`src/rtl/cpu_pkg.sv`:
```
// Shared pipeline types: skid slot states and packed stage payload widths.
// Imported by the elastic register chain and its handshake interface.
package cpu_pkg;

   localparam int SLOT_W = 2;

   typedef enum logic [SLOT_W-1:0] {
      SLOT_EMPTY = 2'd0,
      SLOT_BUSY  = 2'd1,
      SLOT_FULL  = 2'd2
   } slot_state_e;

   // pc | instr
   localparam int IF_ID_W  = 64;
   // pc | rs1 | rs2 | imm | rd | ctrl
   localparam int ID_EX_W  = 139;
   // alu | store | rd | ctrl
   localparam int EX_MEM_W = 73;
   // rd_we | rd_addr | rd_data
   localparam int MEM_WB_W = 38;

   // Occupancy counter width for a chain holding up to 2*n beats.
   function automatic int occ_w(input int n);
      return $clog2(2 * n + 1);
   endfunction

endpackage

```
`src/rtl/pipe_skid_chain_if.sv`:
```
// Valid/ready bundle of the elastic chain: upstream side, downstream side,
// flush and occupancy, with producer/consumer modports.
interface pipe_skid_chain_if #(
   parameter int DATA_W     = 32,
   parameter int NUM_STAGES = 1
);
   import cpu_pkg::*;

   localparam int CNT_W = occ_w(NUM_STAGES);

   logic              flush;
   logic              in_valid;
   logic [DATA_W-1:0] in_data;
   logic              in_ready;
   logic              out_valid;
   logic [DATA_W-1:0] out_data;
   logic              out_ready;
   logic [CNT_W-1:0]  occupancy;

   modport master (
      output flush, in_valid, in_data, out_ready,
      input  in_ready, out_valid, out_data, occupancy
   );

   modport slave (
      input  flush, in_valid, in_data, out_ready,
      output in_ready, out_valid, out_data, occupancy
   );

endinterface

```
`src/rtl/pipe_skid_slot.sv`:
```
// One elastic slot: main register plus skid register, with ready/valid
// flopped from the slot state so no combinational path crosses the slot.
module pipe_skid_slot #(
   parameter int DATA_W = 32
) (
   input  logic              clk,
   input  logic              rst,
   input  logic              flush,
   input  logic              up_valid,
   input  logic [DATA_W-1:0] up_data,
   output logic              up_ready,
   output logic              dn_valid,
   output logic [DATA_W-1:0] dn_data,
   input  logic              dn_ready
);
   import cpu_pkg::*;

   slot_state_e       state;
   logic [DATA_W-1:0] main_q;
   logic [DATA_W-1:0] skid_q;
   logic              accept;
   logic              drain;

   assign accept  = up_valid & up_ready;
   assign drain   = dn_valid & dn_ready;
   assign dn_data = main_q;

   // Slot FSM; main always holds the oldest beat, skid the younger one.
   always_ff @(posedge clk or negedge rst) begin
      if (!rst) begin
         state    <= SLOT_EMPTY;
         up_ready <= 1'b1;
         dn_valid <= 1'b0;
         main_q   <= '0;
         skid_q   <= '0;
      end else if (flush) begin
         state    <= SLOT_EMPTY;
         up_ready <= 1'b1;
         dn_valid <= 1'b0;
      end else begin
         unique case (state)
            SLOT_EMPTY: begin
               if (accept) begin
                  main_q   <= up_data;
                  state    <= SLOT_BUSY;
                  up_ready <= 1'b1;
                  dn_valid <= 1'b1;
               end
            end
            SLOT_BUSY: begin
               if (accept && drain) begin
                  main_q <= up_data;
               end else if (accept) begin
                  skid_q   <= up_data;
                  state    <= SLOT_FULL;
                  up_ready <= 1'b0;
               end else if (drain) begin
                  state    <= SLOT_EMPTY;
                  dn_valid <= 1'b0;
               end
            end
            SLOT_FULL: begin
               if (drain) begin
                  main_q   <= skid_q;
                  state    <= SLOT_BUSY;
                  up_ready <= 1'b1;
               end
            end
            default: begin
               state    <= SLOT_EMPTY;
               up_ready <= 1'b1;
               dn_valid <= 1'b0;
            end
         endcase
      end
   end

endmodule

```
`src/rtl/pipe_skid_chain.sv`:
```
// Elastic pipeline register chain of NUM_STAGES skid slots with
// backpressure, synchronous flush and occupancy reporting.
module pipe_skid_chain #(
   parameter int DATA_W     = 32,
   parameter int NUM_STAGES = 1
) (
   input  logic           clk,
   input  logic           rst,
   pipe_skid_chain_if.slave bus
);
   import cpu_pkg::*;

   localparam int CNT_W = occ_w(NUM_STAGES);

   logic [NUM_STAGES:0] vld;
   logic [NUM_STAGES:0] rdy;
   logic [DATA_W-1:0]   dat [NUM_STAGES+1];
   logic [CNT_W-1:0]    occ_q;
   logic                in_xfer;
   logic                out_xfer;

   assign vld[0]          = bus.in_valid;
   assign dat[0]          = bus.in_data;
   assign rdy[NUM_STAGES] = bus.out_ready;

   genvar k;
   generate
      for (k = 0; k < NUM_STAGES; k++) begin : g_slot
         pipe_skid_slot #(
            .DATA_W (DATA_W)
         ) u_slot (
            .clk      (clk),
            .rst      (rst),
            .flush    (bus.flush),
            .up_valid (vld[k]),
            .up_data  (dat[k]),
            .up_ready (rdy[k]),
            .dn_valid (vld[k+1]),
            .dn_data  (dat[k+1]),
            .dn_ready (rdy[k+1])
         );
      end
   endgenerate

   assign bus.in_ready  = rdy[0];
   assign bus.out_valid = vld[NUM_STAGES];
   assign bus.out_data  = dat[NUM_STAGES];
   assign bus.occupancy = occ_q;

   assign in_xfer  = bus.in_valid & rdy[0];
   assign out_xfer = vld[NUM_STAGES] & bus.out_ready;

   // Beat count: +1 per input transfer, -1 per output transfer, flush clears.
   always_ff @(posedge clk or negedge rst) begin
      if (!rst) begin
         occ_q <= '0;
      end else if (bus.flush) begin
         occ_q <= '0;
      end else if (in_xfer && !out_xfer) begin
         occ_q <= occ_q + CNT_W'(1);
      end else if (out_xfer && !in_xfer) begin
         occ_q <= occ_q - CNT_W'(1);
      end
   end

endmodule

```
`src/flat_wrapper.sv`:
```
// flat-port wrapper written by rule: the top's interface ports become plain ports
module pipe_skid_chain_flat import cpu_pkg::*;
#(
   parameter int DATA_W     = 32,
   parameter int NUM_STAGES = 1
)
  (clk, rst, bus_flush, bus_in_valid, bus_in_data, bus_out_ready, bus_in_ready, bus_out_valid, bus_out_data, bus_occupancy);
  pipe_skid_chain_if #(.DATA_W(DATA_W), .NUM_STAGES(NUM_STAGES)) bus_i ();
  input  logic clk;
  input  logic rst;
  input wire logic [$bits(bus_i.flush)-1:0] bus_flush;
  input wire logic [$bits(bus_i.in_valid)-1:0] bus_in_valid;
  input wire logic [$bits(bus_i.in_data)-1:0] bus_in_data;
  input wire logic [$bits(bus_i.out_ready)-1:0] bus_out_ready;
  output wire logic [$bits(bus_i.in_ready)-1:0] bus_in_ready;
  output wire logic [$bits(bus_i.out_valid)-1:0] bus_out_valid;
  output wire logic [$bits(bus_i.out_data)-1:0] bus_out_data;
  output wire logic [$bits(bus_i.occupancy)-1:0] bus_occupancy;
  assign bus_i.flush = bus_flush;
  assign bus_i.in_valid = bus_in_valid;
  assign bus_i.in_data = bus_in_data;
  assign bus_i.out_ready = bus_out_ready;
  assign bus_in_ready = bus_i.in_ready;
  assign bus_out_valid = bus_i.out_valid;
  assign bus_out_data = bus_i.out_data;
  assign bus_occupancy = bus_i.occupancy;
  pipe_skid_chain #(.DATA_W(DATA_W), .NUM_STAGES(NUM_STAGES)) u_core (.clk(clk), .rst(rst), .bus(bus_i));
endmodule
```
`config.mk`:
```
export PLATFORM = sky130hd
export DESIGN_NAME = pipe_skid_chain_flat
export DESIGN_NICKNAME = d
export VERILOG_FILES = /design/src/rtl/cpu_pkg.sv /design/src/rtl/pipe_skid_chain_if.sv /design/src/rtl/pipe_skid_slot.sv /design/src/rtl/pipe_skid_chain.sv /design/src/flat_wrapper.sv
export SDC_FILE = /design/constraint.sdc
export NUM_CORES = 1
export LEC_CHECK = 0
export CAP_MARGIN = 20
export CELL_PAD_IN_SITES_DETAIL_PLACEMENT = 1
export CELL_PAD_IN_SITES_GLOBAL_PLACEMENT = 1
export CORE_AREA = 2 2 100 102
export CTS_CLUSTER_DIAMETER = 30
export DETAILED_ROUTE_END_ITERATION = 10
export DIE_AREA = 0 0 102 104
export DONT_BUFFER_PORTS = 1
export PLACE_DENSITY = 0.63
export SYNTH_ARGS = -nofsm -noshare
export SYNTH_HDL_FRONTEND = slang
export SYNTH_SLANG_ARGS = --single-unit
```
`constraint.sdc`:
```
create_clock -name clk -period 2.47 [get_ports clk]
set_input_delay 0.247 -clock clk [delete_from_list [all_inputs] [get_ports clk]]
set_output_delay 0.247 -clock clk [all_outputs]
set_load 0.005 [all_outputs]
```
Word level (Yosys, flattened, before mapping):

Cells that the tools add are included.

* bits in registers: 70
* input port bits: 37
* output and inout port bits: 36
* word-level logic and storage cells: 63

* add/subtract/negate cells: 2
* eq/ne operators: 13
* mux-type cells: 25
* bitwise logic cells: 4
* reductions and logical operators: 13

Operators by type and width (count)
* 2-to-1 mux 32 bit: 3
* case mux 32 bit (3 select lines): 1
* 2-to-1 mux 2 bit: 9
* inequality test 3 bit (second input constant): 6
* AND reduction 4 bit: 3
* AND reduction 5 bit: 2
* 2-to-1 mux 1 bit: 9
* inequality test 2 bit (second input constant): 4
* case mux 1 bit (3 select lines): 2
* case mux 2 bit (3 select lines): 1
* nonzero test 3 bit: 2
* inequality test 4 bit (second input constant): 1
* logical AND 1 bit: 3
* adder 2 x 1 -> 2 bit (second input constant): 1
* AND 1 bit: 2
* == test 2 x 1 -> 1 bit (second input constant): 1
* == test 2 bit (second input constant): 1
* zero test 1 bit: 2
* zero test 2 bit: 1
* inverter 1 bit: 2
* subtractor 2 x 1 -> 2 bit (second input constant): 1

Logic depth before layout (Yosys ltp):

Gate-level depths: netlist of the first run.

* word-level depth: 6
* depth in mapped cells: 7
* gate-level depth less buffers: 4

Hierarchy:

A second synthesis of the first run with hierarchy kept.

* cell total of the unflattened synthesis: 256
* area total of the unflattened synthesis: 3285.7 um^2

By module, submodules not included
* pipe_skid_slot: times used 1, cells an instance 240, area an instance 3135.5 um^2, sequential area each 1702.9 um^2
* pipe_skid_chain: times used 1, cells an instance 16, area an instance 150.1 um^2, sequential area each 50.0 um^2

Worst setup path after synthesis of the first run:

OpenSTA, ideal clock, no wires.

* kind: reg2reg
* start point: register u_core.g_slot[0].u_slot.state[0]
* end point: register u_core.g_slot[0].u_slot.main_q[10]
* library setup time: 131 ps
* arrival time: 1501 ps
* required time: 2339 ps
* slack: 837 ps
* cell stages (with the launch flop): 7
* path buffers: 3
* period minus slack after synthesis: 1633 ps
* path through: dfrtp_1 > buf_6 > nand2b_4 > buf_6 > o32ai_4 > buf_4 > a31oi_2

* word-level cells in the longest chain between the ends: 3
* elaborated cells between the ends (all ways): 9
* those cells by class: eq/ne (5); mux (1); reduce/logical (3)

Ends and longest elaborated chain
* start, declared: RTL line pipe_skid_slot.sv:18 `slot_state_e state;`
* start signal, assigned: RTL line pipe_skid_slot.sv:31 `state <= SLOT_EMPTY;`
* start signal, assigned: RTL line pipe_skid_slot.sv:37 `state <= SLOT_EMPTY;`
* start signal, assigned: RTL line pipe_skid_slot.sv:45 `state <= SLOT_BUSY;`
* == test 2 x 1 -> 1 bit (tied with other cells): RTL line pipe_skid_slot.sv:41 `unique case (state)`
* inequality test 2 bit (no line) / nonzero test 3 bit (equally long branches)
* AND reduction 5 bit (no line)
* end signal, assigned: RTL line pipe_skid_slot.sv:44 `main_q <= up_data;`
* end signal, assigned: RTL line pipe_skid_slot.sv:52 `main_q <= up_data;`
* end signal, assigned: RTL line pipe_skid_slot.sv:64 `main_q <= skid_q;`
* end, declared: RTL line pipe_skid_slot.sv:19 `logic [DATA_W-1:0] main_q;`

Parallel ways exist; a longest one is shown, timed or not.
A chain may end at the register's enable or synchronous reset.

Final worst setup path of the first run:

* start point: register u_core.g_slot[0].u_slot.state[0]
* end point: register u_core.g_slot[0].u_slot.main_q[6]

Same word-level chain as after synthesis.

==> run summary, run 1 <==
## Timing
- **share of the cycle needed by the critical path after routing** 74.7%
- **final hold violations** 0
- **maximum clock skew at final layout** 0.0111 ns
- **Final Max Tran Viols** 0
- **achievable frequency** 542 MHz
- **worst-margin pin slew** 0.499 ns
- **worst relative slew slack** 66.4%
- **unrepaired setup endpoints after global routing** false
- **setup slack of the critical path after layout** 0.624 ns
- **final critical delay including setup and external delays** 1.85 ns
- **number of failing setup endpoints in the final timing report** 0
- **setup TNS** 0 ns

## CTS
- **count of instances resized after the clock tree is built** 0
- **buffers from clock root to sink, at most** 2
- **root buffer cell** sky130_fd_sc_hd__clkbuf_8
- **clock net sink count** 70
- **H-tree levels** 3
- **clock tree from TritonCTS** built
- **CTS clock-pin slew for the worst setup and hold paths** 0.08 ns
- **insertion delay of the later-clocked pin in the worst-skew pair** 0.35 ns
- **clock buffers created by TritonCTS** 9

## Floorplanning
- **horizontal extent of the die** 102 um
- **placeable core region** 9550 um2
- **Vert. Die Dim** 104 um
- **floorplan row count** 36
- **Initial Utilization** 34.0%
- **I/O pin count** 73
- **die footprint** 10,600 um2

## Logic synthesis
- **register area share after synthesis** 53.9%
- **Netlist cell types** 32
- **number of flops mapped to enable cells by yosys** 0
- **post-synthesis cell area** 3250 um2
- **number of nets produced by synthesis** 321
- **share of flip-flops with an asynchronous set or reset** 100%
- **yosys synthesis warning count** 0
- **synthesized area per cell** 11.4 um2
- **synthesized instance count** 284
- **synthesis-stage register bit count** 70
- **Top FF cell, synth** sky130_fd_sc_hd__dfrtp_1

## GRT
- **vias in the first global route** 2,350
- **global route total overflow** 0
- **first-pass GRT wire length** 11,800 um
- **overall fraction of global-route tracks in use** 14.3%
- **antenna violations before repair** 0
- **pin count of the biggest net entering global routing** 71

## Routing
- **initial drt markers** 49
- **post-route antenna net violation count** 0
- **DRT Pass-1 Iters** 4
- **DR DRC count** 0
- **total detailed-routing wirelength** 7140 um
- **per-cell via count in the routed design** 5.00
- **detailed-route wire length per cell** 16.9 um
- **total number of vias** 2,114

## Status
- **run status** complete, no violations

## Power and ir drop
- **proportion of power drawn by combinational gates** 22.5%
- **share of total power consumed by net switching** 30.4%
- **leakage power** 1.46 nW
- **Power Dens Cells** 1150 nW/um2
- **share of power burned in the clock network** 27.9%
- **proportion of power drawn by flip-flops and latches** 49.5%
- **largest voltage drop on the vdd net** 0.349 mV
- **net load switching power** 0.00126 W
- **Internal Dissipation** 0.00289 W
- **overall power consumption** 0.00415 W

## Worst setup path
- **type of the worst setup path** flop to flop
- **slowest cell delay on critical path** 0.53 ns
- **CP bufs+invs** 1
- **cells traversed along the worst timing path** a21boi_0 -> o32ai_4 -> buf_4 -> nor2_1 -> a31oi_2
- **Max FO, Critical Path** 36
- **nature of the critical path endpoint** flop
- **data arrival time of the worst path** 2.05 ns
- **largest delay contributor family on the critical path** compound AO/OA/AOI/OAI gates
- **data required time at the worst endpoint** 2.68 ns
- **critical path startpoint category** flop
- **critical-path cell with the highest stage delay** sky130_fd_sc_hd__dfrtp_1

## Place
- **sum of net half-perimeters after detailed placement** 4550 um
- **Setup Slack @ Placement** 0.617 ns
- **port bufs** 0
- **Placed Cells** 404
- **DP Area** 3320 um2
- **final RePlAce weighted congestion** 0.695

## Flow run
- **count of maximum capacitance violations** 0

## Cells and area
- **number of nets at the end of the flow** 322
- **number of inserted diodes** 0
- **P&R area growth vs syn** 11.3%
- **Seq. cell area** 1750 um2
- **Finished Layout Cells** 423
- **count of fill cells added during filler insertion** 1,066
- **area of all placed cells without fillers** 3620 um2
- **area taken by multi-input logic gates** 1350 um2
- **fraction of layout cells with a size suffix above 1** 30.7%
- **most common library cell in the layout ignoring fill and taps** sky130_fd_sc_hd__dfrtp_1
- **most frequent cells in the layout** sky130_fd_sc_hd__dfrtp_1 (69), sky130_fd_sc_hd__nand2_1 (66), sky130_fd_sc_hd__nor2_1 (36), sky130_fd_sc_hd__mux2_2 (31), sky130_fd_sc_hd__a31oi_2 (28)

## Hold path
- **Worst Hold Class** input pin to flop

-- power groups by stage --
stage               registers [W]  logic [W]  clock network [W]
floorplan                 0.00197   0.000851                  0
finish                    0.00206   0.000936            0.00116
CTS                       0.00207   0.000959            0.00119
detailed placement        0.00209   0.000928                  0
global placement          0.00207   0.000880                  0
global route              0.00214    0.00106            0.00124
-- stage by stage --
stage / utilization [%] / hold WS (ns)
finish: 37.9 / 0.0185
CTS: 37.9 / 0.00205
global placement: 34.8 / -0.0467
floorplan: - / -0.0486
global route: 37.9 / 0.00395
detailed placement: 34.8 / -0.0467
-- cell usage after synthesis, types with 2 or more instances --
cell | count | area share, %
sky130_fd_sc_hd__buf_6 | 10 | 3.5
sky130_fd_sc_hd__nor2b_1 | 3 | 0.58
sky130_fd_sc_hd__a31oi_2 | 28 | 11
sky130_fd_sc_hd__dfrtp_1 | 69 | 53
sky130_fd_sc_hd__xnor2_1 | 2 | 0.54
sky130_fd_sc_hd__nand2b_1 | 2 | 0.38
sky130_fd_sc_hd__mux2_2 | 31 | 11
sky130_fd_sc_hd__nand2_1 | 66 | 7.6
sky130_fd_sc_hd__a31oi_1 | 5 | 0.96
sky130_fd_sc_hd__a21oi_1 | 3 | 0.46
sky130_fd_sc_hd__nor2_1 | 36 | 4.2
sky130_fd_sc_hd__clkbuf_1 | 9 | 1.0
-- layer usage --
| layer | track usage [%] | vias up | share of wire [%] |
|---|---|---|---|
| met5 | 0 | - | 0 |
| met4 | 4.67 | 0 | 1.6 |
| met3 | 5.71 | 12 | 7.3 |
| met2 | 23.2 | 54 | 49 |
| met1 | 17.2 | 1076 | 42 |
| li1 | - | 972 | - |
-- area by class of cell --
class	count	share of cell area [%]
multi-input cells	193	37.2
clock buffers	11	3.91
inverters	1	0.104
clock inverters	5	2.94
flip-flops and latches	70	48.4
repair buffers	10	2.77
well taps	133	4.60
-- timing repair --
item / CTS / global route
hold endpoints to repair: 73 / 0
buffers inserted: 0 / 0
hold buffers: 3 / 0
-- sequential cells by signal, indices dropped and copies added, names as in the netlist --
| name | flops |
|---|---|
| u_core.bus.occupancy | 2 |
| u_core.g_slot.u_slot.dn_data | 32 |
| u_core.g_slot.u_slot.dn_valid | 1 |
| u_core.g_slot.u_slot.skid_q | 32 |
| u_core.g_slot.u_slot.state | 2 |
| u_core.g_slot.u_slot.up_ready | 1 |
-- kinds of logic after synthesis --
logic type / count (synthesis) / synth area share (%)
compound gates: 43 / 14.5
xor+xnor: 3 / 0.808
buf+inv: 21 / 4.85
flops: 70 / 53.9
mux: 32 / 11.1
simple gates: 115 / 14.9
-- path summary, 6_finish.rpt --
check / slack [ns] / cells past startpoint / to / start
min in group asynchronous: 0.47 / 2 / u_core.g_slot[0].u_slot.skid_q[19] / rst
setup / recovery: 0.62 / 5 / u_core.g_slot[0].u_slot.dn_data[6] / u_core.g_slot[0].u_slot.state[0]
max in group asynchronous: 1.69 / 2 / u_core.g_slot[0].u_slot.up_ready / rst
hold reg to reg: 0.51 / 1 / u_core.g_slot[0].u_slot.skid_q[20] / u_core.g_slot[0].u_slot.skid_q[20]
setup reg to reg: 0.62 / 5 / u_core.g_slot[0].u_slot.dn_data[6] / u_core.g_slot[0].u_slot.state[0]
hold / removal: 0.02 / 1 / u_core.g_slot[0].u_slot.up_ready / bus_flush
Note: power is estimated with default switching activity, not from simulation.
==> inputs of run 2 (changes only) <==
==> constraint.sdc (replaced) <==
create_clock -name clk -period 1.75 [get_ports clk]
set_input_delay 0.175 -clock clk [delete_from_list [all_inputs] [get_ports clk]]
set_output_delay 0.175 -clock clk [all_outputs]
set_load 0.005 [all_outputs]
==> run summary, run 2 (synthesized netlist as in run 1, its figures left out) <==
## Routing
- **initial drt markers** 30
- **post-route antenna net violation count** 0
- **DR DRC count** 0
- **DRT Pass-1 Iters** 4
- **per-cell via count in the routed design** 4.78
- **detailed-route wire length per cell** 15.5 um
- **total detailed-routing wirelength** 7030 um
- **total number of vias** 2,173

## Power and ir drop
- **net load switching power** 0.00171 W
- **leakage power** 1.58 nW
- **Internal Dissipation** 0.00375 W
- **share of total power consumed by net switching** 31.4%
- **proportion of power drawn by flip-flops and latches** 52.7%
- **proportion of power drawn by combinational gates** 26.1%
- **largest voltage drop on the vdd net** 0.471 mV
- **share of power burned in the clock network** 21.1%
- **Power Dens Cells** 1400 nW/um2

## Worst setup path
- **data required time at the worst endpoint** 1.97 ns
- **data arrival time of the worst path** 1.84 ns
- **slowest cell delay on critical path** 0.44 ns
- **critical path startpoint category** flop
- **critical-path cell with the highest stage delay** sky130_fd_sc_hd__dfrtp_1
- **Max FO, Critical Path** 32
- **CP bufs+invs** 1
- **largest delay contributor family on the critical path** simple AND/OR/NAND/NOR gates
- **cells traversed along the worst timing path** and2_1 -> nor2_1 -> nand4_2 -> buf_12 -> mux2_1
- **type of the worst setup path** flop to flop
- **nature of the critical path endpoint** flop

## CTS
- **clock tree from TritonCTS** built
- **number of hold-repair buffers added at the cts stage** 33
- **clock buffers created by TritonCTS** 9
- **count of instances resized after the clock tree is built** 0
- **H-tree levels** 3
- **CTS clock-pin slew for the worst setup and hold paths** 0.08 ns
- **buffers from clock root to sink, at most** 2
- **clock net sink count** 70
- **insertion delay of the later-clocked pin in the worst-skew pair** 0.34 ns
- **post-CTS setup buffer count** 0
- **root buffer cell** sky130_fd_sc_hd__clkbuf_8

## Timing
- **final critical delay including setup and external delays** 1.62 ns
- **unrepaired setup endpoints after global routing** false
- **share of the cycle needed by the critical path after routing** 92.8%
- **setup TNS** 0 ns
- **setup slack of the critical path after layout** 0.127 ns
- **number of failing setup endpoints in the final timing report** 0
- **worst-margin pin slew** 0.420 ns
- **maximum clock skew at final layout** 0.0143 ns
- **final hold slack** -0.479 ns
- **worst relative slew slack** 72.0%
- **Final Max Tran Viols** 0
- **achievable frequency** 616 MHz
- **final hold violations** 70

## Cells and area
- **number of nets at the end of the flow** 356
- **count of fill cells added during filler insertion** 1,062
- **P&R area growth vs syn** 19.6%
- **final core utilization** 40.7%
- **area taken by multi-input logic gates** 1350 um2
- **area of all placed cells without fillers** 3890 um2
- **Seq. cell area** 1750 um2
- **most frequent cells in the layout** sky130_fd_sc_hd__dfrtp_1 (69), sky130_fd_sc_hd__nand2_1 (66), sky130_fd_sc_hd__nor2_1 (36), sky130_fd_sc_hd__dlygate4sd3_1 (34), sky130_fd_sc_hd__mux2_2 (31)
- **most common library cell in the layout ignoring fill and taps** sky130_fd_sc_hd__dfrtp_1
- **fraction of layout cells with a size suffix above 1** 27.7%
- **Finished Layout Cells** 455

## Floorplanning
- **die footprint** 10,600 um2
- **horizontal extent of the die** 102 um
- **Vert. Die Dim** 104 um
- **I/O pin count** 73
- **Initial Utilization** 34.0%
- **floorplan row count** 36
- **placeable core region** 9550 um2

## GRT
- **vias in the first global route** 2,291
- **first-pass GRT wire length** 11,700 um
- **global route total overflow** 0
- **overall fraction of global-route tracks in use** 14.1%
- **pin count of the biggest net entering global routing** 71
- **antenna violations before repair** 1

## Place
- **DP Area** 3380 um2
- **port bufs** 0
- **sum of net half-perimeters after detailed placement** 4380 um
- **Placed Cells** 407
- **Setup Slack @ Placement** 0.131 ns
- **final RePlAce weighted congestion** 0.694

## Status
- **violated checks** hold timing
- **run status** complete, but fails checks

## Hold path
- **Worst Hold Class** input pin to asynchronous set/reset pin

## Flow run
- **count of maximum capacitance violations** 0

run 2: cell count changes in the layout (fill, tap and decap cells not counted), sizes merged:
cell         change
bufinv           -3
buf              +2
clkinvlp         -1
diode            +1
dlygate4sd3     +32
clkinv           +1
run 2: stage by stage:
step | total power [W] | hold WS (ns)
after global routing | 0.00589 | -0.511
after floorplan | 0.00398 | -0.121
after CTS | 0.00555 | -0.499
after detailed placement | 0.00431 | -0.119
final | 0.00546 | -0.479
after global placement | 0.00422 | -0.119
run 2: per-layer routing:
layer | vias up | wire length [um] | track usage (%)
met3 | 7 | 437 | 5.51
met4 | 0 | 69 | 3.71
met1 | 1078 | 3150 | 17.3
li1 | 1040 | - | -
met5 | - | 0 | 0
met2 | 48 | 3380 | 23.1
run 2: power by group through the flow:
stage,clock network (W),logic (W),registers [W]
2_1_floorplan,0,0.00120,0.00278
3_3_place_gp,0,0.00132,0.00290
3_5_place_dp,0,0.00138,0.00293
4_1_cts,0.00120,0.00145,0.00290
5_1_grt,0.00129,0.00160,0.00300
6_report,0.00115,0.00143,0.00288
run 2: worst paths after layout:
path	slack (ns)	end	startpoint	cells after the start
setup / recovery	0.13	u_core.g_slot[0].u_slot.skid_q[20]	u_core.g_slot[0].u_slot.dn_valid	5
hold reg to reg	0.50	u_core.g_slot[0].u_slot.skid_q[20]	u_core.g_slot[0].u_slot.skid_q[20]	1
hold / removal	-0.48	u_core.bus.occupancy[0]	rst	0
min in group clk	0.02	u_core.g_slot[0].u_slot.dn_data[14]	bus_in_data[14]	2
max in group asynchronous	2.04	u_core.g_slot[0].u_slot.up_ready	rst	0
setup reg to reg	0.13	u_core.g_slot[0].u_slot.skid_q[20]	u_core.g_slot[0].u_slot.dn_valid	5
run 2: worst reg2reg max path, stage by stage, from the launching register on:
cell	delay, ns
sky130_fd_sc_hd__dfrtp_1	0.44
sky130_fd_sc_hd__and2_1	0.25
sky130_fd_sc_hd__nor2_1	0.15
sky130_fd_sc_hd__nand4_2	0.14
sky130_fd_sc_hd__buf_12	0.21
sky130_fd_sc_hd__mux2_1	0.32
run 2: cell type report:
| cell class | instances | area share (%) |
|---|---|---|
| clock inverter | 2 | 0.257 |
| tap | 133 | 4.28 |
| timing repair buffer | 44 | 11.7 |
| inverter | 1 | 0.0966 |
| antenna | 1 | 0.0644 |
| clock buffer | 11 | 3.89 |
| multi-input combinational | 193 | 34.7 |
| sequential | 70 | 45.1 |
==> inputs of run 3 (changes only) <==
--- a/config.mk
+++ b/config.mk
@@ -6,14 +6,14 @@
 export NUM_CORES = 1
 export LEC_CHECK = 0
 export CAP_MARGIN = 20
-export CELL_PAD_IN_SITES_DETAIL_PLACEMENT = 1
-export CELL_PAD_IN_SITES_GLOBAL_PLACEMENT = 1
 export CORE_AREA = 2 2 100 102
 export CTS_CLUSTER_DIAMETER = 30
 export DETAILED_ROUTE_END_ITERATION = 10
 export DIE_AREA = 0 0 102 104
 export DONT_BUFFER_PORTS = 1
-export PLACE_DENSITY = 0.63
+export GPL_ROUTABILITY_DRIVEN = 0
+export PLACE_DENSITY = 0.53
 export SYNTH_ARGS = -nofsm -noshare
 export SYNTH_HDL_FRONTEND = slang
 export SYNTH_SLANG_ARGS = --single-unit
+export TNS_END_PERCENT = 50
==> run summary, run 3 (synthesized netlist as in run 1, its figures left out) <==
## Floorplanning
- **I/O pin count** 73
- **Vert. Die Dim** 104 um
- **floorplan row count** 36
- **placeable core region** 9550 um2
- **horizontal extent of the die** 102 um
- **die footprint** 10,600 um2
- **Initial Utilization** 34.0%

## Timing
- **setup slack of the critical path after layout** 0.162 ns
- **number of failing setup endpoints in the final timing report** 0
- **share of the cycle needed by the critical path after routing** 90.7%
- **achievable frequency** 630 MHz
- **Final Max Tran Viols** 0
- **setup TNS** 0 ns
- **worst-margin pin slew** 0.433 ns
- **unrepaired setup endpoints after global routing** false
- **worst relative slew slack** 71.3%
- **final critical delay including setup and external delays** 1.59 ns
- **final hold slack** -0.485 ns
- **final hold violations** 70
- **maximum clock skew at final layout** 0.0115 ns

## CTS
- **post-CTS setup buffer count** 0
- **count of instances resized after the clock tree is built** 0
- **clock tree from TritonCTS** built
- **insertion delay of the later-clocked pin in the worst-skew pair** 0.35 ns
- **buffers from clock root to sink, at most** 2
- **CTS clock-pin slew for the worst setup and hold paths** 0.08 ns
- **H-tree levels** 3
- **clock buffers created by TritonCTS** 9
- **root buffer cell** sky130_fd_sc_hd__clkbuf_8
- **clock net sink count** 70
- **number of hold-repair buffers added at the cts stage** 33

## Routing
- **detailed-route wire length per cell** 14.1 um
- **DR DRC count** 0
- **post-route antenna net violation count** 0
- **initial drt markers** 83
- **total detailed-routing wirelength** 6410 um
- **total number of vias** 2,135
- **DRT Pass-1 Iters** 4
- **per-cell via count in the routed design** 4.69

## Worst setup path
- **Max FO, Critical Path** 32
- **cells traversed along the worst timing path** and2_1 -> nor2_1 -> nand4_2 -> buf_12 -> mux2_1
- **critical path startpoint category** flop
- **data required time at the worst endpoint** 1.98 ns
- **slowest cell delay on critical path** 0.44 ns
- **nature of the critical path endpoint** flop
- **critical-path cell with the highest stage delay** sky130_fd_sc_hd__dfrtp_1
- **type of the worst setup path** flop to flop
- **data arrival time of the worst path** 1.82 ns

## Cells and area
- **area of all placed cells without fillers** 3920 um2
- **most common library cell in the layout ignoring fill and taps** sky130_fd_sc_hd__dfrtp_1
- **most frequent cells in the layout** sky130_fd_sc_hd__dfrtp_1 (69), sky130_fd_sc_hd__nand2_1 (66), sky130_fd_sc_hd__nor2_1 (36), sky130_fd_sc_hd__dlygate4sd3_1 (33), sky130_fd_sc_hd__mux2_2 (31)
- **Seq. cell area** 1750 um2
- **fraction of layout cells with a size suffix above 1** 28.3%
- **number of inserted diodes** 0
- **count of fill cells added during filler insertion** 936
- **Finished Layout Cells** 455
- **P&R area growth vs syn** 20.7%
- **number of nets at the end of the flow** 354
- **area taken by multi-input logic gates** 1350 um2

## GRT
- **first-pass GRT wire length** 10,700 um
- **pin count of the biggest net entering global routing** 71
- **antenna violations before repair** 0
- **vias in the first global route** 2,180
- **overall fraction of global-route tracks in use** 13.3%
- **global route total overflow** 0

## Status
- **violated checks** hold timing
- **run status** complete, but fails checks

## Place
- **DP Area** 3390 um2
- **Placed Cells** 406
- **Setup Slack @ Placement** 0.143 ns
- **port bufs** 0
- **sum of net half-perimeters after detailed placement** 4010 um

## Power and ir drop
- **Internal Dissipation** 0.00389 W
- **proportion of power drawn by combinational gates** 25.0%
- **largest voltage drop on the vdd net** 0.551 mV
- **Power Dens Cells** 1430 nW/um2
- **proportion of power drawn by flip-flops and latches** 51.5%
- **overall power consumption** 0.00560 W
- **share of total power consumed by net switching** 30.5%
- **net load switching power** 0.00171 W
- **share of power burned in the clock network** 23.5%
- **leakage power** 1.59 nW

## Hold path
- **Worst Hold Class** input pin to asynchronous set/reset pin

## Flow run
- **count of maximum capacitance violations** 0

run 3: cell count changes in the layout (fill, tap and decap cells not counted):
cell / previous run / this run
sky130_fd_sc_hd__clkbuf_8: 11 / 14
sky130_fd_sc_hd__buf_4: 7 / 5
sky130_fd_sc_hd__buf_12: 3 / 4
sky130_fd_sc_hd__clkinv_2: 2 / 1
sky130_fd_sc_hd__clkinvlp_4: 0 / 1
sky130_fd_sc_hd__diode_2: 1 / 0
sky130_fd_sc_hd__dlygate4sd3_1: 34 / 33
run 3: critical path, delay by kind of cell (launching register included):
family | cells | cell delay, ns
and+or+nand+nor | 3 | 0.51
DFF | 1 | 0.44
muxes | 1 | 0.32
buffers and inverters | 1 | 0.21
run 3: per-stage QoR:
stage	hold WS, ns	utilization (%)
after detailed placement	-0.118	35.5
after global placement	-0.118	35.5
after global routing	-0.527	41.1
after floorplan	-0.121	-
final	-0.485	41.1
after CTS	-0.510	41.1
run 3: layout make-up:
type                            count  share of cell area (%)
Multi-Input combinational cell    193                    34.3
Clock buffer                       14                    4.91
Inverter                            1                  0.0957
Clock inverter                      2                   0.319
Sequential cell                    70                    44.7
Timing Repair Buffer               42                    11.4
Tap cell                          133                    4.24
run 3: path summary, 6_finish.rpt:
| path | to | cells past startpoint | slack [ns] | start |
|---|---|---|---|---|
| setup / recovery | u_core.g_slot[0].u_slot.skid_q[20] | 5 | 0.16 | u_core.g_slot[0].u_slot.dn_valid |
| hold / removal | u_core.g_slot[0].u_slot.skid_q[16] | 0 | -0.49 | rst |
| setup reg to reg | u_core.g_slot[0].u_slot.skid_q[20] | 5 | 0.16 | u_core.g_slot[0].u_slot.dn_valid |
| hold reg to reg | u_core.g_slot[0].u_slot.skid_q[20] | 1 | 0.50 | u_core.g_slot[0].u_slot.skid_q[20] |
| max in group asynchronous | u_core.g_slot[0].u_slot.up_ready | 0 | 2.05 | rst |
| min in group clk | u_core.g_slot[0].u_slot.dn_valid | 3 | 0.06 | bus_out_ready |
run 3: routing by layer:
metal	up-vias	GRT usage, %	routed length (um)
met2	54	20.3	3060
met4	0	6.00	66
met1	1040	15.9	2850
li1	1036	-	-
met5	-	0	0
met3	5	5.98	435
run 3: power by group through the flow:
stage / Clock, W / Sequential, W / Combinational, W
floorplan: 0 / 0.00278 / 0.00120
global placement: 0 / 0.00291 / 0.00131
detailed placement: 0 / 0.00294 / 0.00135
CTS: 0.00136 / 0.00290 / 0.00142
global route: 0.00145 / 0.00301 / 0.00157
finish: 0.00131 / 0.00288 / 0.00140
